--- src/rtl/io_debounce_if.sv ---
// Pin-side bundle for io_debounce: raw board pins and clears in, clean levels and event flags out.
interface io_debounce_if #(
   parameter int N_BITS = 4
);
   logic [N_BITS-1:0] raw_in;
   logic [N_BITS-1:0] event_clr;
   logic [N_BITS-1:0] io_in;
   logic [N_BITS-1:0] rise_pulse;
   logic [N_BITS-1:0] fall_pulse;
   logic [N_BITS-1:0] event_sticky;
   logic [N_BITS-1:0] dbg_pending;

   modport master (
      output raw_in,
      output event_clr,
      input  io_in,
      input  rise_pulse,
      input  fall_pulse,
      input  event_sticky,
      input  dbg_pending
   );

   modport slave (
      input  raw_in,
      input  event_clr,
      output io_in,
      output rise_pulse,
      output fall_pulse,
      output event_sticky,
      output dbg_pending
   );
endinterface

--- src/rtl/io_debounce.sv ---
// Per-bit synchronizer + debounce counter with edge pulses and sticky rise flags.
// Define IO_DEBOUNCE_BYPASS_EN to drop the counters and pass the synchronized level straight through.
module io_debounce #(
   parameter int N_BITS          = 4,
   parameter int SYNC_STAGES     = 2,
   parameter int DEBOUNCE_CYCLES = 500000
) (
   input  logic         clk,
   input  logic         reset,
   io_debounce_if.slave bus
);

   logic [N_BITS-1:0] r_sync [SYNC_STAGES];
   logic [N_BITS-1:0] w_sync;
   logic [N_BITS-1:0] w_io_nxt;
   logic [N_BITS-1:0] w_pending;
   logic [N_BITS-1:0] w_rise_nxt;
   logic [N_BITS-1:0] w_fall_nxt;
   logic [N_BITS-1:0] w_sticky_nxt;
   logic [N_BITS-1:0] r_io;
   logic [N_BITS-1:0] r_rise;
   logic [N_BITS-1:0] r_fall;
   logic [N_BITS-1:0] r_sticky;

   always_ff @(posedge clk) begin
      if (reset) begin
         for (int s = 0; s < SYNC_STAGES; s++) begin
            r_sync[s] <= '0;
         end
      end else begin
         r_sync[0] <= bus.raw_in;
         for (int s = 1; s < SYNC_STAGES; s++) begin
            r_sync[s] <= r_sync[s-1];
         end
      end
   end

   assign w_sync = r_sync[SYNC_STAGES-1];

`ifdef IO_DEBOUNCE_BYPASS_EN
   assign w_io_nxt  = w_sync;
   assign w_pending = '0;
`else
   localparam int               CNT_W    = $clog2(DEBOUNCE_CYCLES + 1);
   localparam logic [CNT_W-1:0] CNT_LAST = CNT_W'(DEBOUNCE_CYCLES - 1);
   localparam logic [CNT_W-1:0] CNT_ONE  = CNT_W'(1);

   typedef enum logic {
      ST_STABLE  = 1'b0,
      ST_PENDING = 1'b1
   } state_t;

   state_t           r_state     [N_BITS];
   state_t           w_state_nxt [N_BITS];
   logic [CNT_W-1:0] r_cnt       [N_BITS];
   logic [CNT_W-1:0] w_cnt_nxt   [N_BITS];

   always_ff @(posedge clk) begin
      if (reset) begin
         for (int i = 0; i < N_BITS; i++) begin
            r_state[i] <= ST_STABLE;
            r_cnt[i]   <= '0;
         end
      end else begin
         for (int i = 0; i < N_BITS; i++) begin
            r_state[i] <= w_state_nxt[i];
            r_cnt[i]   <= w_cnt_nxt[i];
         end
      end
   end

   // Any edge where sync matches the accepted level discards the count, so bounces restart it.
   always_comb begin
      w_io_nxt = r_io;
      for (int i = 0; i < N_BITS; i++) begin
         w_state_nxt[i] = ST_STABLE;
         w_cnt_nxt[i]   = '0;
         case (r_state[i])
            ST_STABLE: begin
               if (w_sync[i] != r_io[i]) begin
                  if (CNT_LAST == '0) begin
                     w_io_nxt[i] = w_sync[i];
                  end else begin
                     w_state_nxt[i] = ST_PENDING;
                     w_cnt_nxt[i]   = CNT_ONE;
                  end
               end
            end
            ST_PENDING: begin
               if (w_sync[i] != r_io[i]) begin
                  if (r_cnt[i] == CNT_LAST) begin
                     w_io_nxt[i] = w_sync[i];
                  end else begin
                     w_state_nxt[i] = ST_PENDING;
                     w_cnt_nxt[i]   = r_cnt[i] + CNT_ONE;
                  end
               end
            end
            default: begin
               w_state_nxt[i] = ST_STABLE;
               w_cnt_nxt[i]   = '0;
            end
         endcase
      end
   end

   always_comb begin
      w_pending = '0;
      for (int i = 0; i < N_BITS; i++) begin
         w_pending[i] = (r_state[i] == ST_PENDING);
      end
   end
`endif

   // Pulses are computed from the next level so they line up with the cycle io_in changes.
   always_comb begin
      w_rise_nxt   = w_io_nxt & ~r_io;
      w_fall_nxt   = ~w_io_nxt & r_io;
      w_sticky_nxt = (r_sticky & ~bus.event_clr) | w_rise_nxt;
   end

   always_ff @(posedge clk) begin
      if (reset) begin
         r_io     <= '0;
         r_rise   <= '0;
         r_fall   <= '0;
         r_sticky <= '0;
      end else begin
         r_io     <= w_io_nxt;
         r_rise   <= w_rise_nxt;
         r_fall   <= w_fall_nxt;
         r_sticky <= w_sticky_nxt;
      end
   end

   assign bus.io_in        = r_io;
   assign bus.rise_pulse   = r_rise;
   assign bus.fall_pulse   = r_fall;
   assign bus.event_sticky = r_sticky;
   assign bus.dbg_pending  = w_pending;

endmodule
--- src/flat_wrapper.sv ---
// flat-port wrapper written by rule: the top's interface ports become plain ports
module io_debounce_flat 
#(
   parameter int N_BITS          = 4,
   parameter int SYNC_STAGES     = 2,
   parameter int DEBOUNCE_CYCLES = 500000
)
  (clk, reset, bus_raw_in, bus_event_clr, bus_io_in, bus_rise_pulse, bus_fall_pulse, bus_event_sticky, bus_dbg_pending);
  io_debounce_if #(.N_BITS(N_BITS)) bus_i ();
  input  logic clk;
  input  logic reset;
  input wire logic [$bits(bus_i.raw_in)-1:0] bus_raw_in;
  input wire logic [$bits(bus_i.event_clr)-1:0] bus_event_clr;
  output wire logic [$bits(bus_i.io_in)-1:0] bus_io_in;
  output wire logic [$bits(bus_i.rise_pulse)-1:0] bus_rise_pulse;
  output wire logic [$bits(bus_i.fall_pulse)-1:0] bus_fall_pulse;
  output wire logic [$bits(bus_i.event_sticky)-1:0] bus_event_sticky;
  output wire logic [$bits(bus_i.dbg_pending)-1:0] bus_dbg_pending;
  assign bus_i.raw_in = bus_raw_in;
  assign bus_i.event_clr = bus_event_clr;
  assign bus_io_in = bus_i.io_in;
  assign bus_rise_pulse = bus_i.rise_pulse;
  assign bus_fall_pulse = bus_i.fall_pulse;
  assign bus_event_sticky = bus_i.event_sticky;
  assign bus_dbg_pending = bus_i.dbg_pending;
  io_debounce #(.N_BITS(N_BITS), .SYNC_STAGES(SYNC_STAGES), .DEBOUNCE_CYCLES(DEBOUNCE_CYCLES)) u_core (.clk(clk), .reset(reset), .bus(bus_i));
endmodule
--- config.mk ---
export PLATFORM = sky130hd
export DESIGN_NAME = io_debounce_flat
export DESIGN_NICKNAME = d
export VERILOG_FILES = /design/src/rtl/io_debounce_if.sv /design/src/rtl/io_debounce.sv /design/src/flat_wrapper.sv
export SDC_FILE = /design/constraint.sdc
export NUM_CORES = 1
export LEC_CHECK = 0
export ABC_AREA = 1
export CAP_MARGIN = 20
export CORE_AREA = 2 2 100 102
export DETAILED_ROUTE_END_ITERATION = 8
export DIE_AREA = 0 0 102 104
export DONT_BUFFER_PORTS = 1
export PLACE_DENSITY = 0.69
export SLEW_MARGIN = 10
export SYNTH_ARGS = -nofsm -noshare
export SYNTH_HDL_FRONTEND = slang
export SYNTH_SLANG_ARGS = --single-unit
--- constraint.sdc ---
create_clock -name clk -period 1.9 [get_ports clk]
set_input_delay 0.285 -clock clk [delete_from_list [all_inputs] [get_ports clk]]
set_output_delay 0.285 -clock clk [all_outputs]
set_load 0.02 [all_outputs]
# --- After elaboration in Yosys (flattened, before gate mapping) ---
# Memories as Yosys holds them, arrays and structs flattened.
# Index checks and enable logic that the tools add are counted.
totals:
  regBits: 16
  ram_bits: 88
  in_bits: 10
  output_inout_bits: 20
  wordCells: 97
  n_memories: 3
memory_table:
  columns: ["memory", "depth", "width", "read_ports", "rd_clocked_by_memory_dff", "wr", "line", "source"]
  rows:
  - ["u_core.r_cnt", 4, 19, 4, 0, 4, "io_debounce.sv:55", "logic [CNT_W-1:0] r_cnt [N_BITS];"]
  - ["u_core.r_sync", 2, 4, 2, 0, 2, "io_debounce.sv:13", "logic [N_BITS-1:0] r_sync [SYNC_STAGES];"]
  - ["u_core.r_state", 4, 1, 4, 0, 4, "io_debounce.sv:53", "state_t r_state [N_BITS];"]
classes:
  add_sub_neg: 4
  eq_ne: 8
  n_mux: 57
  bitwise_logic: 21
ops:
  columns: ["op", "n"]
  rows:
  - ["$mux W19", 12]
  - ["$pmux W19 S2", 4]
  - ["$add A19 B1 Y19 const B", 4]
  - ["$eq A19 B19 Y1 const B", 4]
  - ["$mux W1", 35]
  - ["$and A4 B4 Y4", 3]
  - ["$not A4 Y4", 3]
  - ["$or A1 B1 Y1", 10]
  - ["$mux W4", 2]
  - ["$pmux W1 S2", 4]
  - ["$ne A1 B1 Y1", 4]
  - ["$not A1 Y1", 4]
  - ["$or A4 B4 Y4", 1]

# --- Depth between registers and ports, before layout ---
# Gate-level depths: netlist (run 1).
# An unclocked memory read counts as a cell.
logic_depth:
  word_depth: 7
  depth_mapped: 9
  ltp_nobuf: 9

# --- Least setup slack after synthesis (run 1) ---
# OpenSTA, ideal clock, no wires.
synth_path:
  kind: "flip-flop to flip-flop"
  from: "memory u_core.r_cnt[1][0] in the netlist's numbering"
  to: "memory u_core.r_cnt[1][8] in the netlist's numbering"
  setup_ns: 0.114
  arrival_time_ns: 1.405
  t_required_ns: 1.786
  path_slack_ns: 0.381
  stages_incl_launch_ff: 8
  n_path_buf: 1
  synth_period_minus_slack_ns: 1.519
  path_cell_list: "dfxtp_1 -> ha_1 -> nand2_2 -> nor2_8 -> nand3_4 -> o21ai_4 -> buf_6 -> nor2_1"
synth_rtl:
  columns: ["element", "line"]
  rows:
  - ["from (decl)", "io_debounce.sv:55"]

==> qor.yml, run 1 <==
status: "finished clean"
rrSetupSlack_ps: 190
start_util_pct: 53.6
r2r.worst_path.cells: 7
peakVddDrop_v: 0.000422
synth_area_um2: 5120
rows: 36
root_buffer: "clkbuf_8"
worst_path_max_delay_cell: "dfxtp_1"
worst_hold_slack_ps: 41.9
rr_endpoint: "u_core.r_cnt[0][11]$_SDFF_PP0_"
hold_viol_final: 0
critPathCapture: "u_core.r_cnt[0][11]$_SDFF_PP0_"
numClockSinks: 104
period_needed_ps: 1710
final_max_slew_viol_count: 0
fmax_mhz: 585
fin_nets: 750
antenna_found_initial: 0
gp_congestion: 0.884
port_buffers: 0
final_cell_area_um2: 5470
area_growth_pct: 6.85
critPathLaunch: "u_core.r_cnt[0][0]$_SDFF_PP0_"
r2r-start: "u_core.r_cnt[0][0]$_SDFF_PP0_"
synth_warnings: 0
pwr_density_cell_nw_per_um2: 654
critPathLaunchType: "flop"
cts_buffer_depth: 2
clkLatencyLatePin_ps: 380
via_per_inst: 4.92
grt.total_usage_pct: 21.0
arrival_ps: 1970
cts_made_buffers: 9
rsz0062_at_grt: "no"
first_pass_iters: 5
core_um2: 9550
overflow: 0
critPathTopFamily: "flip-flops"
fin_tns_setup_ps: 0
antennaDiodeCount: 0
synth-seq-cells: 104
dp_cells: 854
p_total_mw: 3.58
ant_nets: 0
synth.avg_cell_area_um2: 7.06
worst-endpoint-required_ps: 2160
crit_type: "flop to flop"
power_leakage_nw: 1.88
cts_tree: "done"
path_cells: "ha_1 -> nand2_2 -> nor2_4 -> nand3_4 -> o21ai_4 -> buf_4 -> nor3_1"
ios: 30
drt-initial-drc-count: 126
grt_max_degree: 18
vias: 4299
htreeDepth: 3
clk_pin_slew_worst_paths_ps: 100
min_path_type: "primary input to flop"
placed_cell_area_um2: 5240
die_w_um: 102
wl_per_cell_um: 11.7
synthCells: 725
crit_path_max_fanout: 9
dieHeight_um: 104
crit_buf_inv: 1
finalNonFillerCells: 874
grt_pass1_wl_um: 18200
fin_skew_ps: 15.4
path_depth: 7
finalCritPeriodShare_pct: 90.0
grt_pass1_vias: 4119
drcViolationCount: 0
drv_cap: 0
finalSetupViolCount: 0
drive_gt1_share_pct: 8.37
wirelength_um: 10200
critPathMaxStageDelay_ps: 450
dp_hpwl_um: 7710
synth_nets: 739
die-area_um2: 10600
ys_types: 35
tightestPinTransition_ps: 582
slew_headroom_pct: 61.0
critical_path.endpoint_type: "flop"
synth_seq_area_share_pct: 40.7
-- sequential cells by signal (all words and copies together) (netlist names) --
register                 cells
u_core.r_state               4
u_core.bus.event_sticky      4
u_core.r_cnt                76
u_core.r_sync                8
u_core.bus.fall_pulse        4
u_core.bus.rise_pulse        4
u_core.bus.io_in             4
-- worst reg2reg max path, cell delays in order (launching register included) --
cell     delay, ps
dfxtp_1        450
ha_1           220
nand2_2         80
nor2_4         190
nand3_4        120
o21ai_4        270
buf_4          220
nor3_1          60
-- how the worst min path moves through the flow --
stage / start / endpoint / slack (ps) / cells after the start
final: bus_raw_in[2] / u_core.r_sync[0][2]$_SDFF_PP0_ / 40 / 2
after global routing: bus_raw_in[2] / u_core.r_sync[0][2]$_SDFF_PP0_ / 30 / 2
after CTS: bus_raw_in[2] / u_core.r_sync[0][2]$_SDFF_PP0_ / 20 / 2
after detailed placement: reset / u_core.r_sync[0][5]$_SDFF_PP0_ / 360 / 1
after global placement: reset / u_core.r_sync[0][0]$_SDFF_PP0_ / 360 / 1
after floorplan: reset / u_core.bus.fall_pulse[1]$_SDFF_PP0_ / 360 / 1
-- through the flow --
stage	worst slack, ps	utilization [%]
after floorplan	381	-
after global placement	277	54.9
after detailed placement	216	54.9
after CTS	199	57.3
after global routing	32.8	57.3
final	190	57.3
-- synth_stat cells --
library cell / count / area [µm²]
nand4_1: 25 / 156
and2_1: 2 / 12.5
nand3b_1: 9 / 67.6
nor2_4: 2 / 22.5
xor2_1: 22 / 193
nor3b_1: 2 / 15.0
o21ai_4: 3 / 48.8
nand3_2: 2 / 20.0
xnor2_1: 8 / 70.1
inv_2: 4 / 15.0
a21oi_2: 3 / 26.3
inv_1: 95 / 357
o21ai_0: 9 / 45.0
nor2_2: 5 / 31.3
nand3_1: 32 / 160
nor2_8: 1 / 20.0
nand3b_2: 1 / 11.3
nand3_4: 3 / 52.6
buf_4: 4 / 30.0
nor3_2: 10 / 100
ha_1: 4 / 50.1
dfxtp_1: 104 / 2080
o21ai_1: 1 / 5.00
buf_6: 5 / 56.3
clkbuf_1: 2 / 7.51
nand2_1: 180 / 676
o21bai_1: 1 / 7.51
a21oi_1: 28 / 140
clkinv_2: 1 / 5.00
nor2_1: 139 / 522
o31ai_1: 1 / 7.51
nor3_1: 11 / 55.1
nand2_2: 3 / 18.8
or2_2: 2 / 12.5
o21bai_4: 1 / 18.8
-- cells in the final DEF, fill, tap and decap left out, types with 2 or more instances in the layout --
cell	count
clkinv_2	2
inv_1	95
dlygate4sd3_1	4
xor2_1	22
nor3_1	11
o21ai_4	3
nand3b_1	9
xnor2_1	8
nand3_1	32
nand3_4	3
nand2_1	180
nor2_4	2
nor2_2	5
clkbuf_8	12
a21oi_2	3
nand3_2	2
nor2_1	139
nor3_2	10
ha_1	4
clkbuf_1	2
and2_1	2
buf_4	7
nand2_2	3
o21ai_0	9
dfxtp_1	104
nor3b_1	2
or2_2	2
inv_2	4
nand4_1	25
a21oi_1	28
-- cell type report --
type	instances	area, µm²
Clock buffer	14	173
Clock inverter	2	12.5
Fill cell	935	4080
Inverter	100	377
Multi-Input combinational cell	510	2560
Sequential cell	104	2080
Tap cell	133	166
Timing Repair Buffer	11	92.6
-- what timing repair did --
item / in CTS / in global routing
hold endpoints to repair: 13 / 0
hold buffers: 4 / 0
setup endpoints to repair: 0 / 0
resized for setup: 0 / 0
buffers inserted: 0 / 0
-- cell families after synthesis --
logic type	count (synthesis)	synth area share, %
AO/OA/AOI/OAI	47	5.84
XOR/XNOR	30	5.13
adder cells (fa/ha/maj)	4	0.978
buffers and inverters	111	9.19
flip-flops	104	40.7
AND/OR/NAND/NOR	429	38.2
-- power by group --
| part | switching (mW) | leakage, nW | internal, mW |
|---|---|---|---|
| clock | 0.741 | 0.0927 | 0.585 |
| sequential | 0.0127 | 0.840 | 2.19 |
| combinational | 0.0288 | 0.949 | 0.0184 |
| total | 0.783 | 1.88 | 2.79 |
-- routing by layer --
layer / global-route usage [%] / vias up / wire length, µm
met2: 33.6 / 57 / 4790
met1: 27.7 / 1943 / 4760
met3: 5.98 / 12 / 518
li1: - / 2287 / -
met5: 0 / - / 0
met4: 5.24 / 0 / 119
(Power assumes the default switching activity.)
==> inputs of run 2 (changes only) <==
Settings changed: SKIP_CTS_REPAIR_TIMING set to 1.
==> run 2 against run 1 <==
  * Setup slack gained 2.7 ps
  * Core utilization is 0.10 points lower
  * Clock-buffer cell count is the same
  * Sequential cell count is the same
  * Register-to-register slack about the same
  * Clock skew about the same
  * Critical path type unchanged
  * Critical endpoint unchanged
  * Highest routed layer unchanged
==> qor.yml, run 2 (synthesis gave the netlist of run 1 again) <==
port_buffers: 0  # unchanged
largest_reg_flops: 76  # unchanged
arrival_ps: 1970  # about the same
vias: 4291  # -0.19%
pwr_density_cell_nw_per_um2: 656  # +0.23%
wl_per_cell_um: 11.7  # +0.17%
crit_path_max_fanout: 9  # unchanged
final_common_cell: "nand2_1"
grt.total_usage_pct: 20.8  # -0.12 points
numClockSinks: 104  # unchanged
holdPathStages: 2  # unchanged
critPathMaxStageDelay_ps: 450  # about the same
worst_path_max_delay_cell: "dfxtp_1"
hold_start: "bus_raw_in[3]"
final_cell_mix: "nand2_1 (180), nor2_1 (139), dfxtp_1 (104)"
dp_hpwl_um: 7710  # unchanged
critical_path.endpoint_type: "flop"
final_max_slew_viol_count: 0  # unchanged
fin_nets: 749  # -0.13%
grt_max_degree: 18  # unchanged
start_util_pct: 53.6  # unchanged
antennaDiodeCount: 0  # unchanged
hold-path-endpoint: "u_core.r_sync[0][3]$_SDFF_PP0_"
min_path_type: "primary input to flop"
finalCritPeriodShare_pct: 89.8  # -0.14 points
gp_congestion: 0.884  # unchanged
peakVddDrop_v: 0.000422  # about the same
path_cells: "ha_1 -> nand2_2 -> nor2_4 -> nand3_4 -> o21ai_4 -> buf_4 -> nor3_1"
utilization_pct: 57.2  # -0.10 points
grt_pass1_wl_um: 18100  # -0.61%
antenna_found_initial: 0  # unchanged
root_buffer: "clkbuf_8"
drcViolationCount: 0  # unchanged
fmax_mhz: 586  # +0.16%
slew_headroom_pct: 61.5  # +0.49 points
fin_tns_setup_ps: 0  # unchanged
reg_top3: "u_core.r_cnt x76, u_core.r_sync x8"
power_leakage_nw: 1.88  # -0.22%
cts_buffer_depth: 2  # unchanged
area_growth_pct: 6.65
period_needed_ps: 1710  # -2.72 ps
die_w_um: 102  # unchanged
worst_hold_slack_ps: 4.71  # -37.2 ps
fin_skew_ps: 15.5  # +0.0617 ps
overflow: 0  # unchanged
first_pass_iters: 4  # -1
clkLatencyLatePin_ps: 380  # about the same
clk_pin_slew_worst_paths_ps: 100  # about the same
r2r-start: "u_core.r_cnt[0][0]$_SDFF_PP0_"
drt-initial-drc-count: 121  # -4.0%
dieHeight_um: 104  # unchanged
rows: 36  # unchanged
rsz0062_at_grt: "no"
r2r.worst_path.cells: 7  # unchanged
die-area_um2: 10600  # unchanged
rr_endpoint: "u_core.r_cnt[0][11]$_SDFF_PP0_"
core_um2: 9550  # unchanged
via_per_inst: 4.92  # about the same
worst-endpoint-required_ps: 2170  # about the same
largest-register: "u_core.r_cnt"
ios: 30  # unchanged
crit_type: "flop to flop"
ant_nets: 0  # unchanged
cts_tree: "done"
tightestPinTransition_ps: 575  # -7.25 ps
hold_viol_final: 0  # unchanged
grt_pass1_vias: 4088  # -0.75%
cts_made_buffers: 9  # unchanged
critPathLaunchType: "flop"
rrSetupSlack_ps: 190  # about the same
drive_gt1_share_pct: 8.38  # +0.011 points
finalSetupViolCount: 0  # unchanged
status: "finished clean"
drv_cap: 0  # unchanged
htreeDepth: 3  # unchanged
wirelength_um: 10200  # about the same
==> run 2: changes by cell type in the layout (fill, tap and decap cells not counted) <==
cell / previous run / this run
dlygate4sd3_1: 4 / 3
==> run 2: final cells by class <==
cell class              instances  area [µm²]
clock buffers                  14         173
clock inverters                 2        12.5
multi-input cells             510        2560
inverters                     100         377
fillers                       934        4090
repair buffers                 10        82.6
well taps                     133         166
flip-flops and latches        104        2080
==> run 2: power by group <==
part           leakage, nW  internal [mW]  switching (mW)
clock               0.0927          0.585           0.745
combinational        0.945         0.0171          0.0284
sequential           0.840           2.19          0.0127
==> run 2: worst max-delay path: cells and delay by family, from the launching register on <==
family	cells	cell delay, ps
AO/OA/AOI/OAI	1	270
adder cells (fa/ha/maj)	1	220
buffers and inverters	1	220
flip-flops	1	450
AND/OR/NAND/NOR	4	450
==> run 2: routing by layer <==
layer | track usage (%) | share of wire, % | routed length [µm]
met1 | 27.5 | 47 | 4790
met2 | 33.5 | 47 | 4770
met3 | 5.98 | 5.0 | 512
met5 | 0 | 0 | 0
met4 | 5.24 | 1.2 | 119
==> run 2: per-stage QoR <==
| step | power (mW) | setup slack, ps | cells | instance area (µm²) |
|---|---|---|---|---|
| global placement | 2.29 | 277 | 854 | 5240 |
| CTS | 3.61 | 199 | 870 | 5430 |
| floorplan | 2.28 | 381 | 725 | 5120 |
| detailed placement | 2.29 | 216 | 854 | 5240 |
| global route | 3.73 | 32.8 | 873 | 5460 |
| finish | 3.58 | 193 | 873 | 5460 |
==> run 2: worst max path at each step <==
| stage | endpoint | start | slack, ps |
|---|---|---|---|
| after floorplan | u_core.r_cnt[1][8]$_SDFF_PP0_ | u_core.r_cnt[1][0]$_SDFF_PP0_ | 380 |
| after global routing | u_core.r_cnt[0][11]$_SDFF_PP0_ | u_core.r_cnt[0][0]$_SDFF_PP0_ | 30 |
| after CTS | u_core.r_cnt[0][11]$_SDFF_PP0_ | u_core.r_cnt[0][0]$_SDFF_PP0_ | 200 |
| after global placement | u_core.r_cnt[3][12]$_SDFF_PP0_ | u_core.r_cnt[3][0]$_SDFF_PP0_ | 280 |
| after detailed placement | u_core.r_cnt[0][11]$_SDFF_PP0_ | u_core.r_cnt[0][0]$_SDFF_PP0_ | 220 |
| final | u_core.r_cnt[0][11]$_SDFF_PP0_ | u_core.r_cnt[0][0]$_SDFF_PP0_ | 190 |
==> RTL edit 1: new RTL, config.mk and constraints of run 1 <==
`SYNC_STAGES` is set to 2 in 2 places; all go to 4.
--- a/src/rtl/io_debounce.sv
+++ b/src/rtl/io_debounce.sv
@@ -3,5 +3,5 @@
 module io_debounce #(
    parameter int N_BITS          = 4,
-   parameter int SYNC_STAGES     = 2,
+   parameter int SYNC_STAGES     = 4,
    parameter int DEBOUNCE_CYCLES = 500000
 ) (
--- a/src/flat_wrapper.sv
+++ b/src/flat_wrapper.sv
@@ -3,5 +3,5 @@
 #(
    parameter int N_BITS          = 4,
-   parameter int SYNC_STAGES     = 2,
+   parameter int SYNC_STAGES     = 4,
    parameter int DEBOUNCE_CYCLES = 500000
 )
Behaviour: not the same (Yosys sat finds a counterexample within 4 cycles, from zero or initial values and one cycle with reset high).
==> RTL edit 1 against run 1 <==
Clock skew fell by 0.0086 ns. Synthesized area rose by 2.0%. Worst setup slack improved by 0.013 ns. Routed wire length fell by 0.64%. Clock power rose by 9%. Sequential cell count rose by 8. Largest power group unchanged. Design area rose by 2.7%. Power rose by 7.9%. Die area did not move. Critical path depth fell by 1. Highest routed layer unchanged.
==> RTL edit 1: results (changes against run 1) <==
Final min period: 1.697 ns (-0.01314 ns)
1st-pass router iterations: 6 (+1)
status: complete, no violations
cell count after placement: 871 (+2.0%)
ranking of synthesized cells by area: dfxtp_1, nand2_1, nor2_1
top post-synthesis cells by count: nand2_1, nor2_1, inv_1
largest net degree at the start of global routing: 21 (+3)
leakage: 1.997 nW (+6.1%)
Final nets: 768 (+2.4%)
asr flop ratio synth: 0% (unchanged)
Cell variety after synth: 28 (-20%)
max incr delay on CP: 0.37 ns (-0.08 ns)
synthesized instance count: 742 (+2.3%)
Layout Cells excl Fill: 892 (+2.1%)
sequential area share after synthesis: 42.96% (+2.3 points)
dpl ws: 0.1386 ns (-0.07736 ns)
R2R Path End: u_core.r_cnt[0][40]$_SDFF_PP0_
Synthesized Nets: 756 (+2.3%)
clock tree root driver cell: clkbuf_8
vias per cell: 4.923 (about the same)
hold endpoint: u_core.bus.event_sticky[1]$_SDFF_PP0_
worst-path fanout max: 18 (+9)
drt wl/cell: 11.34 um (-2.6%)
Largest regs: u_core.r_cnt x76, u_core.r_sync x16
CP Data Arrival Time: 1.99 ns (+0.02 ns)
slew of the pin with the lowest slew margin: 0.7560 ns (+0.1735 ns)
critical path's top delay family: simple AND/OR/NAND/NOR gates
Placer Congestion: 0.9097 (+2.9%)
initial DRC count: 165 (+31%)
HP Start: bus_event_clr[1]
worst r2r src: u_core.r_cnt[0][38]$_SDFF_PP0_
P_sw: 857.6 uW (+9.5%)
worst vdd rail ir drop: 0.6020 mV (+43%)
initial antenna violation count: 0 (unchanged)
Worst Hold Depth: 2 (unchanged)
first-pass GRT wire length: 17780 um (-2.1%)
worst r2r path cells: 6 (-1)
DP Wirelength: 7587 um (-1.7%)
critical-path cell with the highest stage delay: dfxtp_1
share of cells above drive strength 1: 6.588% (-1.8 points)
clock skew: 0.006843 ns (-0.008594 ns)
min-delay worst type: input pin to flop
synth warn: 0 (unchanged)
number of global-route vias before repair: 4151 (+0.78%)
clk slew on worst S/H paths: 0.11 ns
total track usage: 20.64% (-0.31 points)
## RTL edit 1: per-layer routing
layer | GRT usage (%) | up-vias | routed length [um] | part of all wire, %
met5 | 0 | - | 0 | 0
met4 | 5.905 | 0 | 108 | 1.1
met3 | 5.847 | 13 | 474 | 4.7
met2 | 34.87 | 89 | 4896 | 48
met1 | 25.44 | 1978 | 4638 | 46
li1 | - | 2311 | - | -
## RTL edit 1: area by class of cell
type / count / area [um^2]
fill: 928 / 3934
multi-input combinational: 504 / 2467
sequential: 112 / 2242
inverter: 115 / 431.7
tap: 133 / 166.4
clock buffer: 9 / 123.9
timing repair buffer: 12 / 102.6
clock inverter: 7 / 81.33
## RTL edit 1: kinds of logic after synthesis
family / after synthesis / share of synthesized area (%)
AO/OA/AOI/OAI: 42 / 4.459
XOR/XNOR: 31 / 5.203
adder cells (fa/ha/maj): 4 / 0.9590
buffers and inverters: 126 / 9.854
flip-flops: 112 / 42.96
AND/OR/NAND/NOR: 427 / 36.56
## RTL edit 1: power by group through the flow
stage | Clock, mW | Combinational, mW | Sequential (mW)
final | 1.45 | 0.0443 | 2.37
after global routing | 1.60 | 0.0510 | 2.37
after CTS | 1.51 | 0.0451 | 2.37
after detailed placement | 0 | 0.0302 | 2.42
after global placement | 0 | 0.0291 | 2.42
after floorplan | 0 | 0.0286 | 2.42
## RTL edit 1: repair_timing
action,CTS,global route
hold buffers,5,0
endpoints found under the hold margin,20,0
resized for setup,0,1
setup endpoints to repair,0,2
## RTL edit 1: through the flow
| step | area [um^2] | util, % | hold WS, ns |
|---|---|---|---|
| 4_1_cts | 5610 | 58.75 | 0.03718 |
| 5_1_grt | 5615 | 58.80 | 0.04085 |
| 2_1_floorplan | 5219 | - | 0.3883 |
| 3_3_place_gp | 5355 | 56.08 | 0.3610 |
| 3_5_place_dp | 5355 | 56.08 | 0.3633 |
| 6_report | 5615 | 58.80 | 0.06159 |
## RTL edit 1: worst max path at each step
stage,end,cells after the start,startpoint,slack [ns]
detailed placement,u_core.r_cnt[0][73]$_SDFF_PP0_,10,u_core.r_cnt[0][57]$_SDFF_PP0_,0.14
global route,u_core.r_cnt[0][17]$_SDFF_PP0_,8,u_core.r_cnt[0][0]$_SDFF_PP0_,0.007
CTS,u_core.r_cnt[0][73]$_SDFF_PP0_,10,u_core.r_cnt[0][57]$_SDFF_PP0_,0.13
global placement,u_core.r_cnt[0][73]$_SDFF_PP0_,10,u_core.r_cnt[0][57]$_SDFF_PP0_,0.21
finish,u_core.r_cnt[0][40]$_SDFF_PP0_,6,u_core.r_cnt[0][38]$_SDFF_PP0_,0.20
floorplan,u_core.r_cnt[0][28]$_SDFF_PP0_,7,u_core.r_cnt[0][19]$_SDFF_PP0_,0.43
==> RTL edit 2: new RTL, config.mk and constraints of run 1 <==
Without the edit above. Reset style: asynchronous (`reset`), changed in 3 clocked blocks.
--- a/src/rtl/io_debounce.sv
+++ b/src/rtl/io_debounce.sv
@@ -23,5 +23,5 @@
    logic [N_BITS-1:0] r_sticky;
 
-   always_ff @(posedge clk) begin
+   always_ff @(posedge clk or posedge reset) begin
       if (reset) begin
          for (int s = 0; s < SYNC_STAGES; s++) begin
@@ -56,5 +56,5 @@
    logic [CNT_W-1:0] w_cnt_nxt   [N_BITS];
 
-   always_ff @(posedge clk) begin
+   always_ff @(posedge clk or posedge reset) begin
       if (reset) begin
          for (int i = 0; i < N_BITS; i++) begin
@@ -120,5 +120,5 @@
    end
 
-   always_ff @(posedge clk) begin
+   always_ff @(posedge clk or posedge reset) begin
       if (reset) begin
          r_io     <= '0;
Behaviour: differs if reset is asserted again (counterexample within 4 cycles, from zero or initial values and one cycle with reset high); with reset held inactive, the same outputs for 10 cycles.
==> RTL edit 2 against run 1 <==
Die area did not move. Synthesized area rose by 4.5%. Routed wire length fell by 1.4%. Largest cell class is now registers. Cell count fell by 3.8%. Sequential cell count did not move. Worst setup slack improved by 0.039 ns. Count of clock-buffer cells in the layout fell by 5. Design area rose by 6.5%. Highest routed layer unchanged. Via count fell by 3.8%.
Power is not compared: it rests on default switching activity, and its combinational part moved more than twofold at a synthesized area within 25%.
==> RTL edit 2: results (changes against run 1) <==
CP startpoint: u_core.r_cnt[19]$_DFF_PP0_
clock skew: 0.009659 ns (-0.005778 ns)
largest net degree at the start of global routing: 27 (+9)
initial antenna violation count: 0 (unchanged)
Cell variety after synth: 28 (-20%)
antenna viol nets, final: 0 (unchanged)
leakage: 2.639 nW
share of cells above drive strength 1: 9.746% (+1.4 points)
syn_area_per_cell: 7.799 um^2 (+10%)
ranking of synthesized cells by area: dfrtp_1, nand2_1, nor2_1
DP Wirelength: 7525 um (-2.5%)
slew of the pin with the lowest slew margin: 0.5280 ns (-0.05451 ns)
worst r2r path cells: 8 (+1)
top post-synthesis cells by count: nand2_1, nor2_1, dfrtp_1
Synthesized Nets: 700 (-5.3%)
Synth Area in Compound Gates: 2.315% (-3.5 points)
clock tree root driver cell: clkbuf_8
hold endpoint: u_core.bus.event_sticky[0]$_DFF_PP0_
Filler Cell Count: 911 (-2.6%)
Layout Cells excl Fill: 841 (-3.8%)
Worst R2R Setup Slack: 0.23 ns (+0.04 ns)
asr flop ratio synth: 100.0% (+100 points)
GR Util met1: 25.91% (-1.8 points)
max incr delay on CP: 0.38 ns (-0.07 ns)
Synth Area in Adders: 0.9355% (-0.043 points)
Post-CTS Setup Inserts: 0 (unchanged)
dpl ws: 0.2511 ns (+0.03515 ns)
worst-path fanout max: 8 (-1)
largest family of logic cells by synthesized area: simple AND/OR/NAND/NOR gates
Placer Congestion: 0.9196 (+4.1%)
CTS Hold Bufs: 6 (+2)
post-synthesis mux area share: 0% (unchanged)
port bufs: 0 (unchanged)
cell count after placement: 821 (-3.9%)
grt met2 use: 34.92% (+1.3 points)
critical-path cell with the highest stage delay: dfrtp_1
H-tree levels: 3 (unchanged)
HP Start: bus_event_clr[0]
1st-pass router iterations: 4 (-1)
Main synth FF type: dfrtp_1
drt drc: 0 (unchanged)
routed wire length: 10040 um (-1.4%)
post-placement cell area: 5553 um^2 (+5.9%)
sequential area share after synthesis: 48.64% (+8.0 points)
Worst Hold Depth: 3 (+1)
vias per cell: 4.918 (about the same)
Synth Area in XOR/XNOR: 4.911% (-0.22 points)
Hold WS: 0.04656 ns (+0.004690 ns)
clk slew on worst S/H paths: 0.10 ns (about the same)
CP Data Arrival Time: 1.94 ns (-0.03 ns)
Final nets: 719 (-4.1%)
status: complete, no violations
met3 Use GR: 6.116% (+0.13 points)
critical path's top delay family: simple AND/OR/NAND/NOR gates
R2R Path End: u_core.r_cnt[36]$_DFF_PP0_
first-pass GRT wire length: 17840 um (-1.8%)
number of global-route vias before repair: 4164 (+1.1%)
Tcrit/Tclk final: 87.92% (-2.1 points)
total track usage: 20.99% (+0.033 points)
initial DRC count: 187 (+48%)
-- RTL edit 2: changes by cell type after synthesis, sizes merged, moves of 9 or more --
cell    change
dfxtp     -104
nand3b      -9
a21oi      -25
nand2      -12
nand4      -12
dfrtp     +104
nor2       +26
-- RTL edit 2: power by group --
part / total [mW] / switching, mW / internal (mW)
Combinational: 0.173 / 0.119 / 0.0533
Clock: 1.48 / 0.750 / 0.729
Sequential: 2.27 / 0.0317 / 2.24
-- RTL edit 2: layout make-up --
cell class	instances	share of cell area (%)
clock buffer	9	2.128
multi-input combinational	476	39.77
tap	133	2.859
timing repair buffer	11	2.322
inverter	103	6.771
sequential	104	44.71
clock inverter	5	1.440
-- RTL edit 2: metal layers --
layer	wire, um	part of all wire [%]
met1	4638	46
met2	4881	49
met3	371	3.7
met4	148	1.5
met5	0	0
-- RTL edit 2: cells by family (layout without fill, tap and decap cells) --
family,Yosys count,after routing
fa+ha+maj,4,4
simple gates,418,418
buf+inv,106,128
xor+xnor,30,30
compound gates,24,24
flops,104,104
